[config.mk]
export PLATFORM = sky130hd
export DESIGN_NAME = vga_timing_gen
export DESIGN_NICKNAME = d
export VERILOG_FILES = /design/src/rtl/vga_timing_pkg.sv /design/src/rtl/vga_timing_gen_axis.sv /design/src/rtl/vga_timing_gen.sv
export SDC_FILE = /design/constraint.sdc
export NUM_CORES = 1
export LEC_CHECK = 0
export ABC_AREA = 1
export BUFFER_PORTS_ARGS = -buffer_cell sky130_fd_sc_hd__buf_2
export CAP_MARGIN = 20
export CORE_MARGIN = 8
export CORE_UTILIZATION = 58
export CTS_BUF_LIST = sky130_fd_sc_hd__clkbuf_16
export CTS_CLUSTER_DIAMETER = 80
export CTS_CLUSTER_SIZE = 8
export DETAILED_ROUTE_END_ITERATION = 6
export GPL_TIMING_DRIVEN = 0
export PLACE_DENSITY = 0.89
export SETUP_SLACK_MARGIN = 0.3
export SYNTH_ARGS = -nofsm -noshare
export SYNTH_HDL_FRONTEND = slang
export SYNTH_SLANG_ARGS = --single-unit
[constraint.sdc]
create_clock -name clk -period 2.1 [get_ports clk]
set_clock_uncertainty 0.15 [all_clocks]
set_input_delay 0.105 -clock clk [delete_from_list [all_inputs] [get_ports clk]]
set_output_delay 0.105 -clock clk [all_outputs]
set_load 0.03 [all_outputs]
[src/rtl/vga_timing_pkg.sv]
// ---------------------------------------------------------------------------
// vga_timing_pkg
//   Shared timing constants for the raster generator:
//     - 800x600@72 Hz set (50 MHz pixel clock), used as the default
//     - 640x480@60 Hz alternative set (25.175 MHz pixel clock)
//     - 480x480 grid window placement (origin, cell edge, cell count)
//   Also provides the counter type and a half-open window compare helper.
// ---------------------------------------------------------------------------
package vga_timing_pkg;

   localparam int CNT_W = 11;
   typedef logic [CNT_W-1:0] cnt_t;

   // 800x600@72, active-high syncs
   localparam int H_ACTIVE_800 = 800;
   localparam int H_FP_800     = 56;
   localparam int H_SYNC_800   = 120;
   localparam int H_BP_800     = 64;
   localparam int V_ACTIVE_800 = 600;
   localparam int V_FP_800     = 37;
   localparam int V_SYNC_800   = 6;
   localparam int V_BP_800     = 23;
   localparam bit H_POL_800    = 1'b1;
   localparam bit V_POL_800    = 1'b1;

   // 640x480@60, active-low syncs
   localparam int H_ACTIVE_640 = 640;
   localparam int H_FP_640     = 16;
   localparam int H_SYNC_640   = 96;
   localparam int H_BP_640     = 48;
   localparam int V_ACTIVE_640 = 480;
   localparam int V_FP_640     = 10;
   localparam int V_SYNC_640   = 2;
   localparam int V_BP_640     = 33;
   localparam bit H_POL_640    = 1'b0;
   localparam bit V_POL_640    = 1'b0;

   // Grid window: GRID_N x GRID_N cells of CELL pixels, placed in the
   // 800x600 active area.
   localparam int GRID_N       = 16;
   localparam int GRID_X0_DEF  = 231;
   localparam int GRID_Y0_DEF  = 36;
   localparam int CELL_DEF     = 30;

   // Half-open window test: lo <= c < hi
   function automatic logic in_window(input cnt_t c, input cnt_t lo, input cnt_t hi);
      return (c >= lo) && (c < hi);
   endfunction

endpackage

[src/rtl/vga_timing_gen_axis.sv]
// ---------------------------------------------------------------------------
// vga_axis_counter
//   One raster axis: counts 0..ACTIVE+FP+SYNC+BP-1 and decodes the region.
//   Region order is active, front porch, sync, back porch.
// Ports
//   clk       in   pixel-domain clock
//   rst_n     in   asynchronous active-low reset
//   en        in   advance the count this cycle
//   count     out  current position (11 bits)
//   active    out  count in [0, ACTIVE)
//   sync_raw  out  count in [ACTIVE+FP, ACTIVE+FP+SYNC), polarity-free
//   wrap      out  count is the last position; next enabled cycle returns to 0
// ---------------------------------------------------------------------------
module vga_axis_counter
   import vga_timing_pkg::*;
#(
   parameter int ACTIVE = H_ACTIVE_800,
   parameter int FP     = H_FP_800,
   parameter int SYNC   = H_SYNC_800,
   parameter int BP     = H_BP_800
) (
   input  logic clk,
   input  logic rst_n,
   input  logic en,
   output cnt_t count,
   output logic active,
   output logic sync_raw,
   output logic wrap
);

   localparam cnt_t LAST    = cnt_t'(ACTIVE + FP + SYNC + BP - 1);
   localparam cnt_t ACT_END = cnt_t'(ACTIVE);
   localparam cnt_t SYNC_LO = cnt_t'(ACTIVE + FP);
   localparam cnt_t SYNC_HI = cnt_t'(ACTIVE + FP + SYNC);

   always_ff @(posedge clk or negedge rst_n) begin
      if (!rst_n)
         count <= '0;
      else if (en)
         count <= wrap ? '0 : count + cnt_t'(1);
   end

   // wrap is combinational so the vertical axis can advance on the same
   // enabled cycle that the horizontal axis returns to 0.
   assign wrap     = (count == LAST);
   assign active   = (count < ACT_END);
   assign sync_raw = in_window(count, SYNC_LO, SYNC_HI);

endmodule

[src/rtl/vga_timing_gen.sv]
// ---------------------------------------------------------------------------
// vga_timing_gen
//   Raster timing source. Two axis counters produce (h,v); on every pxl_en
//   cycle the decode of the current (h,v) is registered to the outputs, so
//   all outputs share one enabled cycle of latency and hold while pxl_en=0.
// Ports
//   clk              in   pixel-domain clock
//   rst_n            in   asynchronous active-low reset
//   pxl_en           in   pixel strobe; nothing advances while low
//   hsync            out  horizontal sync, active level H_POL
//   vsync            out  vertical sync, active level V_POL
//   video_on         out  (h,v) inside the active area
//   on_screen_pxl_x  out  active x, 0 outside active columns
//   on_screen_pxl_y  out  active y, 0 outside active lines
//   line_start       out  pulse when h=0
//   frame_start      out  pulse when h=0, v=0
//   grid_active      out  inside the 16x16-cell grid window
//   frame_cnt        out  frames started since the first one, wraps at 256
// ---------------------------------------------------------------------------
module vga_timing_gen
   import vga_timing_pkg::*;
#(
   parameter int H_ACTIVE = H_ACTIVE_800,
   parameter int H_FP     = H_FP_800,
   parameter int H_SYNC   = H_SYNC_800,
   parameter int H_BP     = H_BP_800,
   parameter int V_ACTIVE = V_ACTIVE_800,
   parameter int V_FP     = V_FP_800,
   parameter int V_SYNC   = V_SYNC_800,
   parameter int V_BP     = V_BP_800,
   parameter bit H_POL    = H_POL_800,
   parameter bit V_POL    = V_POL_800,
   parameter int GRID_X0  = GRID_X0_DEF,
   parameter int GRID_Y0  = GRID_Y0_DEF,
   parameter int CELL     = CELL_DEF
) (
   input  logic       clk,
   input  logic       rst_n,
   input  logic       pxl_en,
   output logic       hsync,
   output logic       vsync,
   output logic       video_on,
   output logic [9:0] on_screen_pxl_x,
   output logic [9:0] on_screen_pxl_y,
   output logic       line_start,
   output logic       frame_start,
   output logic       grid_active,
   output logic [7:0] frame_cnt
);

   // Active area starts at count 0, so on-screen coordinates equal counts
   // and the grid bounds can be compared against the raw counters.
   localparam cnt_t GX_LO = cnt_t'(GRID_X0);
   localparam cnt_t GX_HI = cnt_t'(GRID_X0 + GRID_N * CELL);
   localparam cnt_t GY_LO = cnt_t'(GRID_Y0);
   localparam cnt_t GY_HI = cnt_t'(GRID_Y0 + GRID_N * CELL);

   cnt_t h_cnt, v_cnt;
   logic h_active, h_sync_raw, h_wrap;
   logic v_active, v_sync_raw, v_wrap;
   logic v_en;
   logic at_origin;
   logic in_grid;
   logic first_seen;   // first frame_start after reset has been presented

   assign v_en = pxl_en & h_wrap;

   vga_axis_counter #(
      .ACTIVE (H_ACTIVE),
      .FP     (H_FP),
      .SYNC   (H_SYNC),
      .BP     (H_BP)
   ) u_h (
      .clk      (clk),
      .rst_n    (rst_n),
      .en       (pxl_en),
      .count    (h_cnt),
      .active   (h_active),
      .sync_raw (h_sync_raw),
      .wrap     (h_wrap)
   );

   // v_wrap is unused at this level: both axes return to 0 together because
   // v only advances on h_wrap, and v's own wrap handles its rollover.
   vga_axis_counter #(
      .ACTIVE (V_ACTIVE),
      .FP     (V_FP),
      .SYNC   (V_SYNC),
      .BP     (V_BP)
   ) u_v (
      .clk      (clk),
      .rst_n    (rst_n),
      .en       (v_en),
      .count    (v_cnt),
      .active   (v_active),
      .sync_raw (v_sync_raw),
      .wrap     (v_wrap)
   );

   assign at_origin = (h_cnt == '0) && (v_cnt == '0);
   assign in_grid   = h_active && v_active &&
                      in_window(h_cnt, GX_LO, GX_HI) &&
                      in_window(v_cnt, GY_LO, GY_HI);

   always_ff @(posedge clk or negedge rst_n) begin
      if (!rst_n) begin
         hsync           <= ~H_POL;
         vsync           <= ~V_POL;
         video_on        <= 1'b0;
         on_screen_pxl_x <= '0;
         on_screen_pxl_y <= '0;
         line_start      <= 1'b0;
         frame_start     <= 1'b0;
         grid_active     <= 1'b0;
         frame_cnt       <= '0;
         first_seen      <= 1'b0;
      end else if (pxl_en) begin
         hsync           <= h_sync_raw ? H_POL : ~H_POL;
         vsync           <= v_sync_raw ? V_POL : ~V_POL;
         video_on        <= h_active & v_active;
         on_screen_pxl_x <= h_active ? h_cnt[9:0] : '0;
         on_screen_pxl_y <= v_active ? v_cnt[9:0] : '0;
         line_start      <= (h_cnt == '0);
         frame_start     <= at_origin;
         grid_active     <= in_grid;
         // The frame presented straight out of reset is frame 0; only
         // later frame starts bump the counter.
         if (at_origin) begin
            if (first_seen)
               frame_cnt <= frame_cnt + 8'd1;
            first_seen <= 1'b1;
         end
      end
   end

   logic unused;
   assign unused = v_wrap;

endmodule
# ---- Yosys cells after proc, flatten, opt, wreduce, memory -nomap -nowiden
# Cells that the tools add are included.
dict set report word_totals {
  reg_bits 57
  inputBits 3
  word_cells 47
}
dict set report op_classes {
  addsub 3
  magnitude_cmp 10
  eq_ne 2
  muxes 6
  n_bitwise 2
  n_reduce_logical 12
}
# cell n
set op_table {}
lappend op_table {{$lt 11x10->1 const B} 6}
lappend op_table {{$add 11x1->11 const B} 2}
lappend op_table {{$ge 11x10->1 const B} 2}
lappend op_table {{$logic_not 11->1} 2}
lappend op_table {{$mux 11} 2}
lappend op_table {{$mux 10} 2}
lappend op_table {{$eq 11x10->1 const B} 1}
lappend op_table {{$eq 11x11->1 const B} 1}
lappend op_table {{$ge 11x6->1 const B} 1}
lappend op_table {{$ge 11x8->1 const B} 1}
lappend op_table {{$add 8x1->8 const B} 1}
lappend op_table {{$logic_and 1x1->1} 8}
lappend op_table {{$reduce_and 3->1} 1}
lappend op_table {{$and 1x1->1} 2}
lappend op_table {{$mux 1} 2}
lappend op_table {{$reduce_and 2->1} 1}

# ---- Depth between registers and ports, before layout
dict set report logic_depth {
  ltp_word 4
  mapped_depth 9
}

# ---- By module
# From an unflattened synthesis, not the netlist that was laid out.
dict set report hier_totals {
  cells_unflattened 443
  area_unflattened_um2 3206.8
}
# mod n_inst cells_each area_per_inst_um2 seq_area_each_um2
set modules_own_cells {}
lappend modules_own_cells {vga_timing_gen 1 227 1727.9 875.8}
lappend modules_own_cells {{vga_axis_counter (u_v)} 1 109 745.7 275.3}
lappend modules_own_cells {{vga_axis_counter (u_h)} 1 107 733.2 275.3}

# ---- Worst setup path before layout
# OpenSTA, ideal clock, no wires.
dict set report synth_path {
  kind {reg2reg}
  from {reg u_v.count[0]}
  to {reg frame_cnt[0]}
  setup_time_ns 0.117
  arrival_time_ns 1.260
  t_required_ns 1.833
  slack_ns 0.573
  stages_incl_launch_ff 10
  n_path_buf 0
  cell_sequence {dfrtp_1 inv_1 ha_1 inv_1 nor2_1 nand2_2 nor2_2 nand2_1 nand2_1 nand2_1}
}
dict set report synth_via {
  elab_chain_cells 3
}
# item line
set synth_lines {}
lappend synth_lines {{from (decl)} vga_timing_gen_axis.sv:25} ;# output cnt_t count,
lappend synth_lines {{from (signal assigned)} vga_timing_gen_axis.sv:40} ;# count <= wrap ? '0 : count + cnt_t'(1);
lappend synth_lines {{$logic_not 11->1} vga_timing_gen.sv:100} ;# assign at_origin = (h_cnt == '0) && (v_cnt == '0);
lappend synth_lines {{$logic_and 1x1->1} vga_timing_gen.sv:100}
lappend synth_lines {{$reduce_and 3->1 (no source line)} -}
lappend synth_lines {{to (signal assigned)} vga_timing_gen.sv:130} ;# frame_cnt <= frame_cnt + 8'd1;
lappend synth_lines {{to (decl)} vga_timing_gen.sv:48} ;# output logic [7:0] frame_cnt
# No other way between the ends.
# A chain may end at the register's enable or synchronous reset.

# ---- Worst setup path in the final report
dict set report layout_path {
  from {reg u_v.count[1]}
  to {reg u_v.count[8]}
}
dict set report layout_via {
  elab_chain_cells 2
}
# item line
set layout_lines {}
lappend layout_lines {{$add 11x1->11 or $eq 11x10->1 (tied branches)} {vga_timing_gen_axis.sv:40, vga_timing_gen_axis.sv:45}}
lappend layout_lines {{$mux 11 (*)} vga_timing_gen_axis.sv:40}
# Every way passes the cells marked *; elsewhere a longest branch is shown, timed or not.

==> summary.txt <==
Power Total -> 3.743 mW
first-pass GRT wire length -> 13390 um
syn_nets -> 423
multiplexer share of the synthesized area -> 0%
via total after detailed routing -> 2946
share of total power consumed by net switching -> 32.77%
min cycle time layout -> 1.673 ns
worst hold stages -> 4
clock tree from TritonCTS -> built
RSZ-0062 raised after global routing -> false
peak fanout along the critical path -> 7
critical path start-end classification -> reg -> reg
Worst path depth -> 7
Crit path buffers/inverters -> 1
TritonCTS Sinks -> 57
depth of the most critical reg-to-reg path -> 7
crit share post-route -> 79.66%
maximum clock insertion buffer count -> 2
CP Capture Type -> register
critical path data required time -> 2.20 ns
Clk network pwr share -> 40.6%
Hold Startpoint -> pxl_en
Std-Cell Rows -> 27
largest delay contributor family on the critical path -> flip-flops
HP Class -> in -> reg
layout cells sized above 1 -> 24.52%
max-cap check violation count -> 0
number of enable-type register cells in the synthesized netlist -> 0
area share of the largest cell type after synthesis -> 43.85%
IO buf count -> 36
cell taking the most area after synthesis -> dfrtp_1
maximum clock frequency -> 0.5978 GHz
fraction of power consumed by sequential logic -> 37.1%
mean post-synth cell area -> 7.858 um2
count of cell types in the netlist -> 37
worst slew pin tran -> 0.4488 ns
total core area -> 5473 um2
final hold violation count -> 0
antenna-violating nets left -> 0
wirelength, routed -> 7809 um
Initial Util -> 59.44%
power density over the cells -> 965.3 nW/um2
Die X -> 90.89 um
layout overhead on the synthesized area -> 19.19%
net switching component of the power -> 1.227 mW
Slew headroom -> 70.08%
number of nets in the finished design -> 473
total gr overflow -> 0
largest family of logic cells by synthesized area -> simple AND/OR/NAND/NOR gates
number of antenna violations at the first check in global routing -> 0
total area of multi-input combinational cells -> 1575 um2
cell seen most often among critical-path stages -> nand2_1
power share of the combinational group -> 22.3%
post-synthesis async set-or-reset flop share -> 100.0%
crit path launch type -> register
RePlAce Congestion -> 0.9171
number of synthesis warnings -> 0
final-report max-slew violation count -> 0
Die Area -> 8261 um2
Synth Area in XOR/XNOR -> 2.154%
synthesized-area fraction occupied by ao, oa, aoi and oai cells -> 7.808%
placed wire-length estimate -> 5664 um
result of the run -> finished clean
I/O pin total -> 37
top cells by area in the synthesized netlist -> dfrtp_1 44%, nand2_1 15%, nand3_1 5.2%
slack of the worst reg-to-reg path -> 0.43 ns
commonest cells in the synthesized netlist -> 133 x nand2_1, 57 x dfrtp_1, 38 x nor2_1
TNS Setup -> 0 ns
Worst path slowest cell -> dfrtp_1
critical register-to-register path startpoint -> u_v.count[1]$_DFFE_PN0P_
post-synthesis simple-gate area fraction -> 36.08%
Seq/Total Area, Yosys -> 43.85%
Min-Delay Endpoint -> u_h.count[2]$_DFFE_PN0P_
Clk Tree Root Cell -> clkbuf_16
Residual DRC -> 0
WL/cell -> 14.43 um
top flip-flop cell by instance count after synthesis -> dfrtp_1
final setup violation count -> 0
number of H-tree branching levels -> 3
clock-pin slew reported for the worst setup and hold paths after clock tree synthesis -> 0.05 ns
Slowest Stage Delay on Critical Path -> 0.46 ns
Cells after Synth -> 414
cell with the most instances after synthesis -> nand2_1
total of flip-flops plus latches after synthesis -> 57
highest ir drop seen on vdd -> 721.0 uV
leak pwr -> 1.920 nW
total of fill cells in the finished design -> 422
All-Layer GR Usage -> 19.86%
drt pass-1 iters -> 4
via density per instance -> 5.445
worst-path cell chain -> ha_1 > inv_1 > nor2_1 > nand2_1 > nand2_1 > nand3_1 > o21ai_1
adder and majority gate portion of the synthesized area -> 2.308%
endpoint of the most critical register-to-register path -> u_v.count[8]$_DFFE_PN0P_
maximum number of pins on one net before global-route repair -> 40
total inserted antenna cells -> 0
initial detailed-routing violation count -> 188
total clock buffers created by CTS -> 9
internal power -> 2.516 mW
vertical extent of the die -> 90.89 um
data arrival time at the worst-slack endpoint -> 1.77 ns
sequential cell area in the final layout -> 1428 um2
clock network latency to the later pin of the worst-skew pair -> 0.33 ns
Post-Syn Area -> 3253 um2
via count of the first global-routing pass -> 2913
final cells by class:
cell class                 count  area share (%)
clock buffer                   9           5.808
multi-input combinational    306           40.63
clock inverter                 7           2.194
buffer                        13           2.743
sequential                    57           36.82
tap                           72           2.323
inverter                      38           3.872
timing repair buffer          39           5.615
kinds of logic after synthesis:
logic type,after synthesis
adder cells (fa/ha/maj),6
AND/OR/NAND/NOR,251
buffers and inverters,51
XOR/XNOR,8
AO/OA/AOI/OAI,41
flip-flops,57
worst register-to-register path: cells and delay by family, from the launching register on:
family	cells	cell delay (ns)
and+or+nand+nor	4	0.42
AOI/OAI and AO/OA	1	0.08
buffers and inverters	1	0.12
DFF	1	0.46
adders and majority gates	1	0.36
per-stage QoR:
stage / setup slack (ns) / instances / cell area (um2) / util (%) / hold slack, ns
detailed placement: 0.3455 / 523 / 3543 / 64.75 / -0.07465
floorplan: 0.5732 / 414 / 3253 / - / -0.3406
finish: 0.4272 / 541 / 3877 / 70.85 / 0.02887
global route: 0.3207 / 541 / 3877 / 70.85 / 0.06455
CTS: 0.3233 / 540 / 3864 / 70.60 / 0.01502
global placement: 0.3898 / 522 / 3523 / 64.38 / 0.2700
state kept, by name, indices dropped and copies added, names as in the netlist:
| signal | cells |
|---|---|
| first_seen | 1 |
| frame_cnt | 8 |
| frame_start | 1 |
| grid_active | 1 |
| hsync | 1 |
| line_start | 1 |
| on_screen_pxl_x | 10 |
| on_screen_pxl_y | 10 |
| u_h.count | 11 |
| u_v.count | 11 |
| video_on | 1 |
| vsync | 1 |
power by group through the flow:
stage / Combinational (mW) / Sequential, mW / Clock, mW
2_1_floorplan: 0.419 / 1.55 / 0
5_1_grt: 0.928 / 1.41 / 1.58
4_1_cts: 0.828 / 1.39 / 1.53
3_3_place_gp: 0.789 / 1.39 / 0
3_5_place_dp: 0.820 / 1.40 / 0
6_report: 0.835 / 1.39 / 1.52
placed cells by master (no fill, tap or decap), drive strengths merged, types with 8 or more instances in the layout:
cell type and count:
nand2 139, dfrtp 57, buf 50, nor2 48
nand3 37, inv 36, o21ai 32, nand4 11
clkbuf 10, nor3 10, xor2 8
worst max-delay path by stage:
stage / start / to / slack [ns]
5_1_grt: u_v.count[1]$_DFFE_PN0P_ / frame_cnt[1]$_DFFE_PN0P_ / 0.32
2_1_floorplan: u_v.count[0]$_DFFE_PN0P_ / frame_cnt[0]$_DFFE_PN0P_ / 0.57
3_3_place_gp: u_v.count[0]$_DFFE_PN0P_ / frame_cnt[2]$_DFFE_PN0P_ / 0.39
6_report: u_v.count[1]$_DFFE_PN0P_ / u_v.count[8]$_DFFE_PN0P_ / 0.43
3_5_place_dp: u_h.count[0]$_DFFE_PN0P_ / frame_cnt[7]$_DFFE_PN0P_ / 0.35
4_1_cts: u_v.count[0]$_DFFE_PN0P_ / frame_cnt[1]$_DFFE_PN0P_ / 0.32
layer usage:
layer | wire length, um | part of all wire, % | track usage, % | up-vias
met5 | 0 | 0 | 0 | -
met4 | 139 | 1.8 | 8.049 | 0
met3 | 516 | 6.6 | 5.902 | 16
met2 | 3835 | 49 | 33.31 | 106
met1 | 3318 | 42 | 23.16 | 1386
li1 | - | - | - | 1438
repair_timing:
action                                 in CTS  in global routing
setup endpoints to repair                   0                 12
endpoints found under the hold margin      57                  0
resized for setup                           0                  6
setup buffers                               0                  1
hold buffers                                1                  0
Power figures use the tool's default switching activity.
